`config.mk`:
```
export PLATFORM = sky130hd
export DESIGN_NAME = if_stage_flat
export DESIGN_NICKNAME = d
export VERILOG_FILES = /design/src/rtl/core_pkg.sv /design/src/rtl/if_stage_if.sv /design/src/rtl/prefetch_fifo.sv /design/src/rtl/if_stage.sv /design/src/flat_wrapper.sv
export SDC_FILE = /design/constraint.sdc
export NUM_CORES = 1
export LEC_CHECK = 0
export CORE_MARGIN = 4
export CORE_UTILIZATION = 55
export CTS_CLUSTER_DIAMETER = 100
export DETAILED_ROUTE_END_ITERATION = 6
export PLACE_DENSITY = 0.84
export SLEW_MARGIN = 0
export SYNTH_ARGS = -nofsm -noshare
export SYNTH_HDL_FRONTEND = slang
export SYNTH_HIERARCHICAL = 1
export SYNTH_SLANG_ARGS = --single-unit
```
`constraint.sdc`:
```
create_clock -name clk -period 6.71 [get_ports clk]
set_clock_uncertainty 0.2 [all_clocks]
set_input_delay 2.013 -clock clk [delete_from_list [all_inputs] [get_ports clk]]
set_output_delay 2.013 -clock clk [all_outputs]
set_load 0.02 [all_outputs]
```
`src/rtl/core_pkg.sv`:
```
// rtl/core_pkg.sv - shared core types for the fetch stage
package core_pkg;

  localparam int XLEN = 32;
  localparam logic [XLEN-1:0] NOP_INSTR = 32'h0000_0013;

  typedef enum logic [1:0] {
    BOOT       = 2'd0,
    RUN        = 2'd1,
    REDIR_WAIT = 2'd2
  } fetch_state_e;

  typedef struct packed {
    logic [XLEN-1:0] pc;
    logic [XLEN-1:0] instr;
  } fetch_entry_t;

endpackage

```
`src/rtl/if_stage_if.sv`:
```
// rtl/if_stage_if.sv - instruction memory port (req/gnt address phase, rvalid data phase)
interface if_stage_if;
  import core_pkg::*;

  logic            instr_req;
  logic [XLEN-1:0] instr_addr;
  logic            instr_gnt;
  logic            instr_rvalid;
  logic [XLEN-1:0] instr_rdata;

  modport master (
    output instr_req,
    output instr_addr,
    input  instr_gnt,
    input  instr_rvalid,
    input  instr_rdata
  );

  modport slave (
    input  instr_req,
    input  instr_addr,
    output instr_gnt,
    output instr_rvalid,
    output instr_rdata
  );

endinterface

```
`src/rtl/prefetch_fifo.sv`:
```
// rtl/prefetch_fifo.sv - prefetch buffer of {pc, instr} entries with synchronous clear
module prefetch_fifo
  import core_pkg::*;
#(
  parameter int DEPTH = 2
) (
  input  logic                       clk,
  input  logic                       rst_n,
  input  logic                       i_push,
  input  fetch_entry_t               i_push_data,
  input  logic                       i_pop,
  input  logic                       i_clear,
  output fetch_entry_t               o_head,
  output logic                       o_full,
  output logic                       o_empty,
  output logic [$clog2(DEPTH+1)-1:0] o_count
);

  localparam int AW = $clog2(DEPTH);
  localparam int CW = $clog2(DEPTH + 1);

  fetch_entry_t  r_mem [DEPTH];
  logic [AW-1:0] r_wptr;
  logic [AW-1:0] r_rptr;
  logic [CW-1:0] r_count;

  logic w_do_push;
  logic w_do_pop;

  assign o_empty   = (r_count == '0);
  assign o_full    = (r_count == CW'(DEPTH));
  assign o_count   = r_count;
  assign o_head    = r_mem[r_rptr];
  assign w_do_push = i_push && !i_clear;
  assign w_do_pop  = i_pop && !o_empty && !i_clear;

  always_ff @(posedge clk) begin
    if (w_do_push) r_mem[r_wptr] <= i_push_data;
  end

  // DEPTH is a power of two, so pointers wrap naturally
  always_ff @(posedge clk or negedge rst_n) begin
    if (!rst_n) begin
      r_wptr  <= '0;
      r_rptr  <= '0;
      r_count <= '0;
    end else if (i_clear) begin
      r_wptr  <= '0;
      r_rptr  <= '0;
      r_count <= '0;
    end else begin
      if (w_do_push) r_wptr <= r_wptr + AW'(1);
      if (w_do_pop)  r_rptr <= r_rptr + AW'(1);
      r_count <= r_count + CW'(w_do_push) - CW'(w_do_pop);
    end
  end

endmodule

```
`src/rtl/if_stage.sv`:
```
// rtl/if_stage.sv - instruction fetch stage with prefetch FIFO and IF/ID register
module if_stage
  import core_pkg::*;
#(
  parameter int              FIFO_DEPTH = 2,
  parameter logic [XLEN-1:0] RESET_PC   = 32'h0000_0000
) (
  input  logic            clk,
  input  logic            reset_n,
  input  logic            set_pc_valid,
  input  logic [XLEN-1:0] set_pc,
  input  logic            stall_if_stage,
  input  logic            flush_if,
  if_stage_if.master      imem,
  output logic            id_valid,
  output logic [XLEN-1:0] id_instr,
  output logic [XLEN-1:0] id_pc
);

  localparam int            CW      = $clog2(FIFO_DEPTH + 1);
  localparam logic [CW:0]   DEPTH_W = (CW + 1)'(FIFO_DEPTH);

  fetch_state_e    r_state;
  logic [XLEN-1:0] r_fetch_addr;
  logic [XLEN-1:0] r_pending_pc;
  logic [XLEN-1:0] r_resp_pc;
  logic [CW-1:0]   r_outstanding;
  logic [CW-1:0]   r_discard;
  logic            r_id_valid;
  logic [XLEN-1:0] r_id_instr;
  logic [XLEN-1:0] r_id_pc;

  logic            w_redirect;
  logic [XLEN-1:0] w_target;
  logic [CW:0]     w_inflight;
  logic            w_req;
  logic            w_fire;
  logic            w_rvalid;
  logic            w_push;
  logic            w_pop;
  logic [CW-1:0]   w_out_next;
  logic [CW-1:0]   w_discard_dec;
  fetch_entry_t    w_push_data;
  fetch_entry_t    w_head;
  logic            w_full;
  logic            w_empty;
  logic [CW-1:0]   w_count;

  assign w_redirect = set_pc_valid && (r_state != BOOT);
  assign w_target   = set_pc & ~32'h3;
  assign w_inflight = {1'b0, w_count} + {1'b0, r_outstanding};
  // A request stuck in REDIR_WAIT must stay asserted until it is granted
  assign w_req      = (r_state == REDIR_WAIT) || ((r_state == RUN) && (w_inflight < DEPTH_W));
  assign w_fire     = w_req && imem.instr_gnt;
  assign w_rvalid   = imem.instr_rvalid && (r_outstanding != '0);
  assign w_push     = w_rvalid && !w_redirect && (r_discard == '0);
  assign w_pop      = !flush_if && !stall_if_stage && !w_empty;
  assign w_out_next = r_outstanding + CW'(w_fire) - CW'(w_rvalid);
  assign w_discard_dec = r_discard - CW'(w_rvalid && (r_discard != '0));

  assign w_push_data.pc    = r_resp_pc;
  assign w_push_data.instr = imem.instr_rdata;

  assign imem.instr_req  = w_req;
  assign imem.instr_addr = r_fetch_addr;

  assign id_valid = r_id_valid;
  assign id_instr = r_id_instr;
  assign id_pc    = r_id_pc;

  prefetch_fifo #(
    .DEPTH (FIFO_DEPTH)
  ) u_prefetch_fifo (
    .clk         (clk),
    .rst_n       (reset_n),
    .i_push      (w_push),
    .i_push_data (w_push_data),
    .i_pop       (w_pop),
    .i_clear     (w_redirect),
    .o_head      (w_head),
    .o_full      (w_full),
    .o_empty     (w_empty),
    .o_count     (w_count)
  );

  always_ff @(posedge clk or negedge reset_n) begin
    if (!reset_n) begin
      r_state       <= BOOT;
      r_fetch_addr  <= RESET_PC;
      r_pending_pc  <= RESET_PC;
      r_resp_pc     <= RESET_PC;
      r_outstanding <= '0;
      r_discard     <= '0;
    end else begin
      r_outstanding <= w_out_next;
      if (w_push) r_resp_pc <= r_resp_pc + 32'd4;
      if (r_state == BOOT) begin
        r_state <= RUN;
      end else if (w_redirect) begin
        // Everything in flight now belongs to the old path, including a grant this cycle
        r_discard <= w_out_next;
        r_resp_pc <= w_target;
        if (w_req && !imem.instr_gnt) begin
          r_pending_pc <= w_target;
          r_state      <= REDIR_WAIT;
        end else begin
          r_fetch_addr <= w_target;
          r_state      <= RUN;
        end
      end else if (r_state == REDIR_WAIT) begin
        r_discard <= w_discard_dec + CW'(w_fire);
        if (w_fire) begin
          r_fetch_addr <= r_pending_pc;
          r_state      <= RUN;
        end
      end else begin
        r_discard <= w_discard_dec;
        if (w_fire) r_fetch_addr <= r_fetch_addr + 32'd4;
      end
    end
  end

  always_ff @(posedge clk or negedge reset_n) begin
    if (!reset_n) begin
      r_id_valid <= 1'b0;
      r_id_instr <= NOP_INSTR;
      r_id_pc    <= '0;
    end else if (flush_if) begin
      r_id_valid <= 1'b0;
    end else if (!stall_if_stage) begin
      r_id_valid <= !w_empty;
      if (!w_empty) begin
        r_id_instr <= w_head.instr;
        r_id_pc    <= w_head.pc;
      end
    end
  end

  a_no_fifo_overflow: assert property (@(posedge clk) disable iff (!reset_n) !(w_push && w_full));

endmodule

```
`src/flat_wrapper.sv`:
```
// flat-port wrapper written by rule: the top's interface ports become plain ports
module if_stage_flat import core_pkg::*;
#(
  parameter int              FIFO_DEPTH = 2,
  parameter logic [XLEN-1:0] RESET_PC   = 32'h0000_0000
)
  (clk, reset_n, set_pc_valid, set_pc, stall_if_stage, flush_if, id_valid, id_instr, id_pc, imem_instr_req, imem_instr_addr, imem_instr_gnt, imem_instr_rvalid, imem_instr_rdata);
  if_stage_if imem_i ();
  input  logic clk;
  input  logic reset_n;
  input  logic set_pc_valid;
  input  logic [XLEN-1:0] set_pc;
  input  logic stall_if_stage;
  input  logic flush_if;
  output logic id_valid;
  output logic [XLEN-1:0] id_instr;
  output logic [XLEN-1:0] id_pc;
  output wire logic [$bits(imem_i.instr_req)-1:0] imem_instr_req;
  output wire logic [$bits(imem_i.instr_addr)-1:0] imem_instr_addr;
  input wire logic [$bits(imem_i.instr_gnt)-1:0] imem_instr_gnt;
  input wire logic [$bits(imem_i.instr_rvalid)-1:0] imem_instr_rvalid;
  input wire logic [$bits(imem_i.instr_rdata)-1:0] imem_instr_rdata;
  assign imem_instr_req = imem_i.instr_req;
  assign imem_instr_addr = imem_i.instr_addr;
  assign imem_i.instr_gnt = imem_instr_gnt;
  assign imem_i.instr_rvalid = imem_instr_rvalid;
  assign imem_i.instr_rdata = imem_instr_rdata;
  if_stage #(.FIFO_DEPTH(FIFO_DEPTH), .RESET_PC(RESET_PC)) u_core (.clk(clk), .reset_n(reset_n), .set_pc_valid(set_pc_valid), .set_pc(set_pc), .stall_if_stage(stall_if_stage), .flush_if(flush_if), .imem(imem_i), .id_valid(id_valid), .id_instr(id_instr), .id_pc(id_pc));
endmodule
```
## After elaboration in Yosys (flattened, before gate mapping)

Memories as Yosys holds them, arrays and structs flattened. A register that Yosys moved wholly into a read port is not among the register bits.
Cells that the tools add are included.

| word-level totals | value |
|---|---|
| bits in registers | 105 |
| bits in writable memories | 128 |
| bits of input ports | 71 |
| logic and storage cells | 90 |
| memories | 1 |

| cells by class | value |
|---|---|
| add/subtract/negate cells | 11 |
| $lt $le $gt $ge | 1 |
| eq/ne operators | 4 |
| muxes and demuxes | 24 |
| bitwise operators | 4 |
| reductions and logical operators | 35 |

Memories:

| name | depth | bits a word | read ports | clocked after memory_dff | write ports | line | RTL |
|---|---|---|---|---|---|---|---|
| u_core.u_prefetch_fifo.r_mem | 2 | 64 | 1 | 1 | 1 | prefetch_fifo.sv:22 | `fetch_entry_t r_mem [DEPTH];` |

Operators with widths:

| kind | number |
|---|---|
| 2-to-1 mux 32 bit | 8 |
| adder 32 x 3 -> 32 bit, second input constant | 2 |
| 2-to-1 mux 2 bit | 8 |
| logical AND 1 bit | 13 |
| nonzero test 2 bit | 6 |
| AND reduction 3 bit | 3 |
| 2-to-1 mux 1 bit | 8 |
| adder 2 x 1 -> 2 bit | 3 |
| logical NOT 1 bit | 6 |
| logical NOT 2 bit | 3 |
| nonzero test 3 bit | 2 |
| subtractor 2 x 1 -> 2 bit | 3 |
| inverter 1 bit | 4 |
| adder 2 x 2 -> 3 bit | 1 |
| less-than comparator 3 x 2 -> 1 bit, second input constant | 1 |
| adder 1 bit, second input constant | 2 |
| equality test 2 x 1 -> 1 bit, second input constant | 1 |
| equality test 2 bit, second input constant | 1 |
| != test 2 x 1 -> 1 bit, second input constant | 1 |
| != test 2 bit, second input constant | 1 |
| AND reduction 2 bit | 1 |
| logical OR 1 bit | 1 |

## Depth between registers and ports, before layout

Gate-level depths: netlist of the first run.

| depth | value |
|---|---|
| word-level depth | 9 |
| depth in mapped cells | 13 |

## Cells and area by module

Netlist of the first run, hierarchy kept.

Modules (own cells, without submodules):

| module | times used | cells each | area each (µm²) |
|---|---|---|---|
| if_stage | 1 | 737 | 7926.4 |
| prefetch_fifo | 1 | 222 | 4858.4 |

## Least setup slack after synthesis of the first run

No wires, ideal clock.

| timing | value |
|---|---|
| path type | input to register |
| from | input port set_pc_valid |
| to | memory u_core/u_prefetch_fifo/r_mem[0][0] in the netlist's numbering, enable pin |
| library setup time | 0.486 ns |
| arrival | 5.649 ns |
| data required time | 6.024 ns |
| setup slack | 0.374 ns |
| cell stages on the path | 6 |
| path through | o21ai_4 clkbuf_1 buf_1 and3_1 nand2b_1 nor2_1 |

| between the ends | value |
|---|---|
| cells in the longest elaborated chain, start to end | 7 |

Ends and longest elaborated chain:

| what | line | RTL |
|---|---|---|
| start, declared | flat_wrapper.sv:11 | `input logic set_pc_valid;` |
| logical AND 1 bit | if_stage.sv:49 | `assign w_redirect = set_pc_valid && (r_state != BOOT);` |
| logical NOT 1 bit | if_stage.sv:56 | `assign w_push = w_rvalid && !w_redirect && (r_discard == '0);` |
| logical AND 1 bit (2 in series) | if_stage.sv:56 |  |
| named net u_core.w_push | if_stage.sv:39 | `logic w_push;` |
| logical AND 1 bit | prefetch_fifo.sv:34 | `assign w_do_push = i_push && !i_clear;` |
| 2-to-1 mux 1 bit | prefetch_fifo.sv:38 | `if (w_do_push) r_mem[r_wptr] <= i_push_data;` |
| 2-to-1 mux 1 bit (implied by the code) | prefetch_fifo.sv:38 |  |
| end, declared | prefetch_fifo.sv:22 |  |

The timed path passes the listed nets, and every way through them passes these cells.

## Worst setup path in the final report of the first run

| timing | value |
|---|---|
| from | register u_core.u_prefetch_fifo.r_count[0], in the netlist u_core/u_prefetch_fifo/o_count[0] |
| to | output port imem_instr_req |

| between the ends | value |
|---|---|
| cells in the longest elaborated chain, start to end | 4 |

Ends and longest elaborated chain:

| what | line | RTL |
|---|---|---|
| start, declared | prefetch_fifo.sv:25 | `logic [CW-1:0] r_count;` |
| start signal, assigned | prefetch_fifo.sv:54 | `r_count <= r_count + CW'(w_do_push) - CW'(w_do_pop);` |
| adder 2 x 2 -> 3 bit | if_stage.sv:51 | `assign w_inflight = {1'b0, w_count} + {1'b0, r_outstanding};` |
| less-than comparator 3 x 2 -> 1 bit | if_stage.sv:53 | `assign w_req = (r_state == REDIR_WAIT) \|\| ((r_state == RUN) && (w_inflight < DEPTH_W));` |
| logical AND 1 bit | if_stage.sv:53 |  |
| logical OR 1 bit | if_stage.sv:53 |  |
| end, declared | flat_wrapper.sv:18 | `output wire logic [$bits(imem_i.instr_req)-1:0] imem_instr_req;` |

No other way between the ends.

==> results of run 1 <==
worst min path at each step:
| stage | depth (start not counted) | slack (ns) | end | from |
|---|---|---|---|---|
| floorplan | 0 | 0.26 | u_core/u_prefetch_fifo/r_mem[0][63]$_DFFE_PP_ | u_core/r_resp_pc[31]$_DFF_PN0_ |
| global placement | 1 | 0.28 | u_core/r_pending_pc[31]$_DFFE_PN0P_ | u_core/r_pending_pc[31]$_DFFE_PN0P_ |
| detailed placement | 1 | 0.29 | u_core/r_pending_pc[8]$_DFFE_PN0P_ | u_core/r_pending_pc[8]$_DFFE_PN0P_ |
| CTS | 1 | 0.31 | u_core/r_pending_pc[8]$_DFFE_PN0P_ | u_core/r_pending_pc[8]$_DFFE_PN0P_ |
| global route | 1 | 0.31 | u_core/r_pending_pc[7]$_DFFE_PN0P_ | u_core/r_pending_pc[7]$_DFFE_PN0P_ |
| finish | 1 | 0.30 | u_core/r_pending_pc[8]$_DFFE_PN0P_ | u_core/r_pending_pc[8]$_DFFE_PN0P_ |
routing by layer:
metal / vias up / track usage (%) / wire length [um] / part of all wire [%]
li1: 3847 / - / - / -
met1: 4207 / 32.3 / 12700 / 45
met2: 376 / 34.0 / 13000 / 46
met3: 50 / 4.11 / 2210 / 7.7
met4: 0 / 5.32 / 545 / 1.9
met5: - / 0 / 0 / 0
registers in the layout, summed over array words and instances, names as in the netlist, 2 cells and up:
register,count
u_core/r_resp_pc,30
u_core/r_state,2
u_core/u_prefetch_fifo/r_mem,128
u_core/imem.instr_addr,30
u_core/id_instr,32
u_core/r_pending_pc,30
u_core/u_prefetch_fifo/o_count,2
u_core/r_outstanding,2
u_core/r_discard,2
u_core/id_pc,32
power breakdown:
| group | leakage [uW] | internal, uW | switching, uW |
|---|---|---|---|
| clock | 0.000465 | 959 | 678 |
| combinational | 0.00229 | 927 | 976 |
| sequential | 0.00322 | 2310 | 375 |
cell type report:
| type | instances | area, sq um |
|---|---|---|
| inverters | 20 | 75.1 |
| clock buffers | 37 | 798 |
| multi-input cells | 597 | 4520 |
| flip-flops and latches | 293 | 7980 |
| well taps | 313 | 392 |
| fillers | 1532 | 7040 |
| repair buffers | 178 | 1800 |
| clock inverters | 19 | 175 |
worst reg2reg max path, stage by stage, from the launching register on:
cell and delay [ns]:
dfrtp_1 0.42, and2_1 0.19, fa_1 0.52, or3_1 0.44
o221ai_2 0.70, nand2_1 0.32, nor3_1 0.34, a21o_1 0.16
metrics by stage:
stage	total power [uW]	utilization (%)	std cells
2_1_floorplan	3760	-	963
6_report	6220	69.1	1457
3_5_place_dp	4590	64.8	1401
3_3_place_gp	4510	64.8	1401
4_1_cts	6250	69.1	1457
5_1_grt	6530	69.1	1457
==> qor.csv, run 1 <==
metric;value;unit
Sink Count;293;
grt total ovfl;0;
outcome;complete, no violations;
layout cells sized above 1;20.5;%
largest net degree at the start of global routing;96;
post-placement cell area;14800;sq um
Peak VDD IR;0.290;mV
Site Rows;55;
latest clock arrival within the worst-skew pair;0.54;ns
Max-Cap Viols;0;
number of global-route vias before repair;8521;
dpl hpwl;18.3;mm
first-pass GRT wire length;46.3;mm
R2R depth;7;
Final min period;5.09;ns
initial drt markers;665;
Max Buffers Root-to-Sink;3;
full die area;25700;sq um
top fanout value on the critical path;4;
Avg Cell Area, Syn;13.3;sq um
pwr/cell area;395;nW/um^2
Hold Vio Cnt, Final;0;
DR vias/cell;5.82;
Final setup viols;0;
clock root buffer;clkbuf_16;
worst-path cell chain;and2_1 -> fa_1 -> nor3_1 -> a21oi_1 -> inv_1 -> clkdlybuf4s50_1;
R2R Setup Slk;3.35;ns
TNS Setup;0;ns
critical path depth;6;
r2r startpoint;u_core/u_prefetch_fifo/o_count[0]$_DFF_PN0_;
delay-heaviest family, CP;buffers and inverters;
Leak Pwr;0.00597;uW
Mapped Area;12800;sq um
Setup WS pre-CTS;1.39;ns
most common cell after layout, fill and taps aside;clkdlybuf4s50_1;
Max stage delay on crit path;0.62;ns
ANT nets after route;0;
Chip Height;160;um
antenna violations before repair;0;
drt pass-1 iters;5;
slew margin rel.;37.7;%
GPL Wtd Cong;0.869;
commonest cells after routing, fill and taps aside;clkdlybuf4s50_1, dfrtp_1, mux2_2, edfxtp_1, nand2_1;
f_max;0.196;GHz
ANT cells;0;
vias;8480;
H-Tree Depth;1;
DRC Markers;0;
RSZ-0062 raised after global routing;no;
fin crit share;75.9;%
post-cts repair resize count;0;
nature of the critical path endpoint;output pin;
nets@finish;1200;
slowest cell on the critical path;clkdlybuf4s50_1;
I/O pin count;169;
hold_ws;0.301;ns
I/O Buffers;164;
Setup WS post-layout;1.62;ns
crit path launch type;flip-flop;
total track usage;21.9;%
cts hold-fix bufs;0;
Initial Util;56.1;%
critical path class;reg2out;
WP data required;4.50;ns
Reg2Reg Capture Point;u_core/imem.instr_addr[14]$_DFFE_PN0P_;
final instance area;15700;sq um
Clk pin slew, worst setup/hold paths;0.06;ns
Slew @ Worst Pin;0.935;ns
crit path capture;imem_instr_req;
CTS tree;built;
Mapped Cells;958;
CTS Buf Count;30;
Pins Over Slew Limit;0;
Bufs and invs on worst path;2;
crit path DAT;2.88;ns
routed wire length;28.5;mm
worst min-delay path class;reg2reg;
DIE WIDTH;160;um
launch point of the worst path;u_core/u_prefetch_fifo/o_count[0]$_DFF_PN0_;
postcts setup bufs;0;
synth-to-layout area growth;23.2;%
Yosys warnings;6;
DR WL/cell;19.5;um
Core Area;22800;sq um
Note: power is estimated with default switching activity, not from simulation.
==> run 2: changes to the inputs <==
- CORE_UTILIZATION: 55 -> 50
- PLACE_DENSITY: 0.84 -> 0.8
- clock period: 6.71 -> 4.26 ns (I/O delays scaled with it)
==> qor.csv, run 2 (synthesized netlist as in run 1, its figures left out) <==
metric;value;unit;change
combinational share of power;30.7;%;about the same
WP data required;2.78;ns;-1.72 ns
clock root buffer;clkbuf_16;;
commonest cells after routing, fill and taps aside;clkdlybuf4s50_1, dfrtp_1, mux2_2, edfxtp_1, nand2_1;;
initial drt markers;713;;+7.2%
Clk pwr share;26.0;%;-0.3 points
I/O pin count;169;;unchanged
placed cell count;1426;;+1.8%
grt total ovfl;0;;unchanged
Final min period;4.05;ns;
CTS Buf Count;30;;unchanged
Chip Height;168;um;+4.6%
cts hold-fix bufs;0;;unchanged
power share of the sequential group;43.3;%;+0.2 points
critical path class;reg2out;;
DR vias/cell;5.69;;-2.2%
total track usage;19.9;%;-2.0 points
switching power;3140;uW;+55%
crit path launch type;flip-flop;;
pwr/cell area;617;nW/um^2;+56%
latest clock arrival within the worst-skew pair;0.55;ns;about the same
switch share;32.1;%;-0.47 points
Sink Count;293;;unchanged
outcome;complete, no violations;;
first-pass GRT wire length;45.8;mm;-1.1%
launch point of the worst path;u_core/u_prefetch_fifo/o_count[0]$_DFF_PN0_;;
synth-to-layout area growth;23.9;%;
fin crit share;95.0;%;
Pins Over Slew Limit;0;;unchanged
Leak Pwr;0.00602;uW;+0.88%
register area;7980;sq um;unchanged
Hold Crit Start;u_core/r_pending_pc[9]$_DFFE_PN0P_;;
DRC Markers;0;;unchanged
crit path DAT;2.57;ns;-0.31 ns
RSZ-0062 raised after global routing;no;;
CTS tree;built;;
slew margin rel.;35.4;%;-2.2 points
layout cells sized above 1;21.0;%;+0.55 points
nature of the critical path endpoint;output pin;;
routed wire length;28.5;mm;+0.12%
ANT nets after route;0;;unchanged
Final setup viols;0;;unchanged
f_max;0.247;GHz;
Initial Util;50.7;%;-5.4 points
full die area;28200;sq um;+9.5%
DIE WIDTH;168;um;+4.6%
Int Power;6630;uW;+58%
Max Buffers Root-to-Sink;3;;unchanged
Setup WS post-layout;0.215;ns;-1.40 ns
largest net degree at the start of global routing;65;;-32%
Power Total;9770;uW;+57%
post-cts repair resize count;2;;+2
Max-Cap Viols;0;;unchanged
vias;8436;;-0.52%
nets@finish;1208;;+0.67%
Biggest register;u_core/u_prefetch_fifo/r_mem;;
Clk pin slew, worst setup/hold paths;0.06;ns;about the same
I/O Buffers;164;;unchanged
Site Rows;58;;+5.5%
ANT cells;0;;unchanged
Peak VDD IR;0.365;mV;+26%
GPL Wtd Cong;0.871;;+0.18%
worst min-delay path class;reg2reg;;
FILL cells;1901;;+24%
most common cell after layout, fill and taps aside;clkdlybuf4s50_1;;
Slew @ Worst Pin;0.961;ns;+0.0257 ns
dpl hpwl;18.8;mm;+2.6%
Setup WS pre-CTS;0.205;ns;-1.19 ns
postcts setup bufs;0;;unchanged
drt pass-1 iters;5;;unchanged
fin cells;1482;;+1.7%
H-Tree Depth;1;;unchanged
DR WL/cell;19.2;um;-1.6%
top fanout value on the critical path;4;;unchanged
hold_ws;0.300;ns;-0.00105 ns
number of global-route vias before repair;8610;;+1.0%
r2r startpoint;u_core/u_prefetch_fifo/o_count[0]$_DFF_PN0_;;
Hold Vio Cnt, Final;0;;unchanged
max reg flops;128;;unchanged
Core Area;25200;sq um;+11%
area of the multi-input gates;4530;sq um;+0.11%
antenna violations before repair;0;;unchanged
run 2: final timing paths:
check | slack (ns) | depth (start not counted) | end
min in group asynchronous | 0.48 | 1 | u_core/id_instr[17]$_DFFE_PN0P_
hold / removal | 0.30 | 1 | u_core/r_pending_pc[9]$_DFFE_PN0P_
max in group asynchronous | 2.41 | 2 | u_core/r_resp_pc[30]$_DFF_PN0_
setup / recovery | 0.21 | 6 | imem_instr_req
setup reg to reg | 1.03 | 13 | u_core/r_discard[1]$_DFFE_PN0N_
hold reg to reg | 0.30 | 1 | u_core/r_pending_pc[9]$_DFFE_PN0P_
run 2: area by class of cell:
type,instances,share of cell area (%)
Sequential cell,293,50.4
Multi-Input combinational cell,597,28.6
Timing Repair Buffer,186,11.8
Clock buffer,47,5.53
Tap cell,330,2.61
Clock inverter,9,0.593
Inverter,20,0.474
run 2: layer usage:
layer  share of wire [%]  vias to the layer above  track usage [%]  routed length [um]
met5                   0                        -                0                   0
met4                 2.1                        0             4.94                 597
met3                 6.7                       45             3.19                1920
met2                  48                      311             32.5               13700
met1                  43                     4202             28.3               12300
li1                    -                     3878                -                   -
run 2: power by group through the flow:
stage                     Combinational, uW  Sequential (uW)  Clock (uW)
after floorplan                        1400             4530           0
after global placement                 2910             4230           0
after detailed placement               2990             4270           0
after CTS                              3010             4220        2620
after global routing                   3220             4330        2740
final                                  3000             4230        2540
run 2: per-stage QoR:
step | cell area (sq um) | setup TNS, ns | util (%)
3_5_place_dp | 14900 | 0 | 59.0
5_1_grt | 15800 | 0 | 62.9
2_1_floorplan | 12800 | -36.61 | -
4_1_cts | 15800 | 0 | 62.9
3_3_place_gp | 14900 | 0 | 59.0
6_report | 15800 | 0 | 62.9
run 2: worst max-delay path, cell delays in order, from the launching register on:
cell	delay [ns]
dfrtp_1	0.41
and2_1	0.19
fa_1	0.54
nor3_2	0.26
a21oi_1	0.13
inv_1	0.15
dlygate4sd2_1	0.34
==> run 3: changes to the inputs <==
- PLACE_DENSITY: 0.8 -> 0.76
==> qor.csv, run 3 (synthesized netlist as in run 1, its figures left out) <==
metric;value;unit;change
hold_ws;0.303;ns;+0.00217 ns
nature of the critical path endpoint;output pin;;
Bufs and invs on worst path;2;;unchanged
R2R depth;13;;unchanged
I/O pin count;169;;unchanged
Pins Over Slew Limit;0;;unchanged
Peak VDD IR;0.456;mV;+25%
clock root buffer;clkbuf_16;;
Max Buffers Root-to-Sink;3;;unchanged
Sink Count;293;;unchanged
synth-to-layout area growth;24.8;%;
pwr/cell area;628;nW/um^2;+1.7%
DR WL/cell;19.4;um;+0.67%
Initial Util;50.7;%;unchanged
critical path class;reg2out;;
delay-heaviest family, CP;adder cells;;
Max-Cap Viols;0;;unchanged
max reg flops;128;;unchanged
DRC Markers;0;;unchanged
ANT nets after route;0;;unchanged
dpl hpwl;18.6;mm;-0.90%
crit path launch type;flip-flop;;
Slew @ Worst Pin;0.925;ns;-0.0363 ns
slowest cell on the critical path;fa_1;;
register area;7980;sq um;unchanged
Max stage delay on crit path;0.52;ns;-0.02 ns
Clk pin slew, worst setup/hold paths;0.06;ns;about the same
FILL cells;1902;;+0.053%
Biggest register;u_core/u_prefetch_fifo/r_mem;;
fin crit share;94.5;%;-0.43 points
antenna violations before repair;0;;unchanged
latest clock arrival within the worst-skew pair;0.55;ns;about the same
area of the multi-input gates;4520;sq um;-0.11%
total track usage;20.1;%;+0.19 points
Hold Path Depth;1;;unchanged
Hold Vio Cnt, Final;0;;unchanged
grt total ovfl;0;;unchanged
ANT cells;0;;unchanged
layout cells sized above 1;21.9;%;+0.86 points
Setup WS post-layout;0.233;ns;+0.0181 ns
initial drt markers;842;;+18%
first-pass GRT wire length;46.3;mm;+1.1%
drt pass-1 iters;5;;unchanged
number of global-route vias before repair;8579;;-0.36%
worst min-delay path class;reg2reg;;
worst-path cell chain;and2_1 -> fa_1 -> nor3_1 -> a21oi_1 -> inv_1 -> dlygate4sd2_1;;
final core occ;63.3;%;+0.46 points
outcome;complete, no violations;;
vias;8454;;+0.21%
RSZ-0062 raised after global routing;no;;
Site Rows;58;;unchanged
largest net degree at the start of global routing;65;;unchanged
WP data required;2.78;ns;about the same
slew margin rel.;37.9;%;+2.4 points
CTS tree;built;;
f_max;0.248;GHz;+0.45%
Final setup viols;0;;unchanged
CTS Buf Count;31;;+3.3%
Setup WS pre-CTS;0.320;ns;+0.116 ns
top fanout value on the critical path;4;;unchanged
most common cell after layout, fill and taps aside;clkdlybuf4s50_1;;
DR vias/cell;5.69;;-0.12%
routed wire length;28.8;mm;+1.0%
commonest cells after routing, fill and taps aside;clkdlybuf4s50_1, dfrtp_1, mux2_2, edfxtp_1, nand2_1;;
DIE WIDTH;168;um;unchanged
Core Area;25200;sq um;unchanged
full die area;28200;sq um;unchanged
H-Tree Depth;1;;unchanged
Leak Pwr;0.00609;uW;+1.1%
nets@finish;1212;;+0.33%
GPL Wtd Cong;0.846;;-2.8%
crit path DAT;2.55;ns;-0.02 ns
I/O Buffers;164;;unchanged
cts hold-fix bufs;0;;unchanged
Chip Height;168;um;unchanged
critical path depth;6;;unchanged
Final min period;4.03;ns;-0.0181 ns
==> run 3: cell count changes in the layout (fill, tap and decap cells not counted), sizes merged <==
cell / before / now
clkbuf: 47 / 35
clkinvlp: 1 / 2
buf: 23 / 26
clkinv: 6 / 13
inv: 20 / 22
bufinv: 2 / 6
==> run 3: layout make-up <==
type / instances / area share (%)
flip-flops and latches: 293 / 50.0
multi-input cells: 597 / 28.4
repair buffers: 189 / 11.9
clock buffers: 35 / 4.96
well taps: 330 / 2.59
clock inverters: 23 / 1.73
inverters: 20 / 0.471
==> run 3: report_power, final <==
| group | internal, uW | switching (uW) | total [uW] |
|---|---|---|---|
| Combinational | 1480 | 1520 | 3000 |
| Clock | 1700 | 1100 | 2790 |
| Sequential | 3640 | 588 | 4230 |
==> run 3: layer usage <==
metal	vias up	track usage, %	wire [um]
met5	-	0	0
met1	4200	29.2	13000
met2	326	32.0	13400
li1	3890	-	-
met4	0	4.59	437
met3	38	3.55	2020
==> run 3: what timing repair did <==
item	in CTS	in global routing
resized for setup	1	0
setup endpoints to repair	1	0
setup buffers	0	0
==> run 3: stage by stage <==
step	setup TNS (ns)	total power, uW	instance area, sq um	instances
global placement	0	7150	14900	1429
CTS	0	10100	15900	1487
finish	0	10000	15900	1487
global route	0	10600	15900	1487
detailed placement	0	7260	14900	1429
floorplan	-36.61	5930	12800	963
==> run 3: final timing paths <==
| check | startpoint | end | slack (ns) |
|---|---|---|---|
| max reg2reg | u_core/u_prefetch_fifo/o_count[0]$_DFF_PN0_ | u_core/r_discard[1]$_DFFE_PN0N_ | 1.11 |
| min | u_core/r_pending_pc[9]$_DFFE_PN0P_ | u_core/r_pending_pc[9]$_DFFE_PN0P_ | 0.30 |
| min reg2reg | u_core/r_pending_pc[9]$_DFFE_PN0P_ | u_core/r_pending_pc[9]$_DFFE_PN0P_ | 0.30 |
| max | u_core/u_prefetch_fifo/o_count[0]$_DFF_PN0_ | imem_instr_req | 0.23 |
| max in group asynchronous | reset_n | u_core/id_instr[1]$_DFFE_PN1P_ | 2.44 |
| min in group asynchronous | reset_n | u_core/id_instr[24]$_DFFE_PN0P_ | 0.50 |
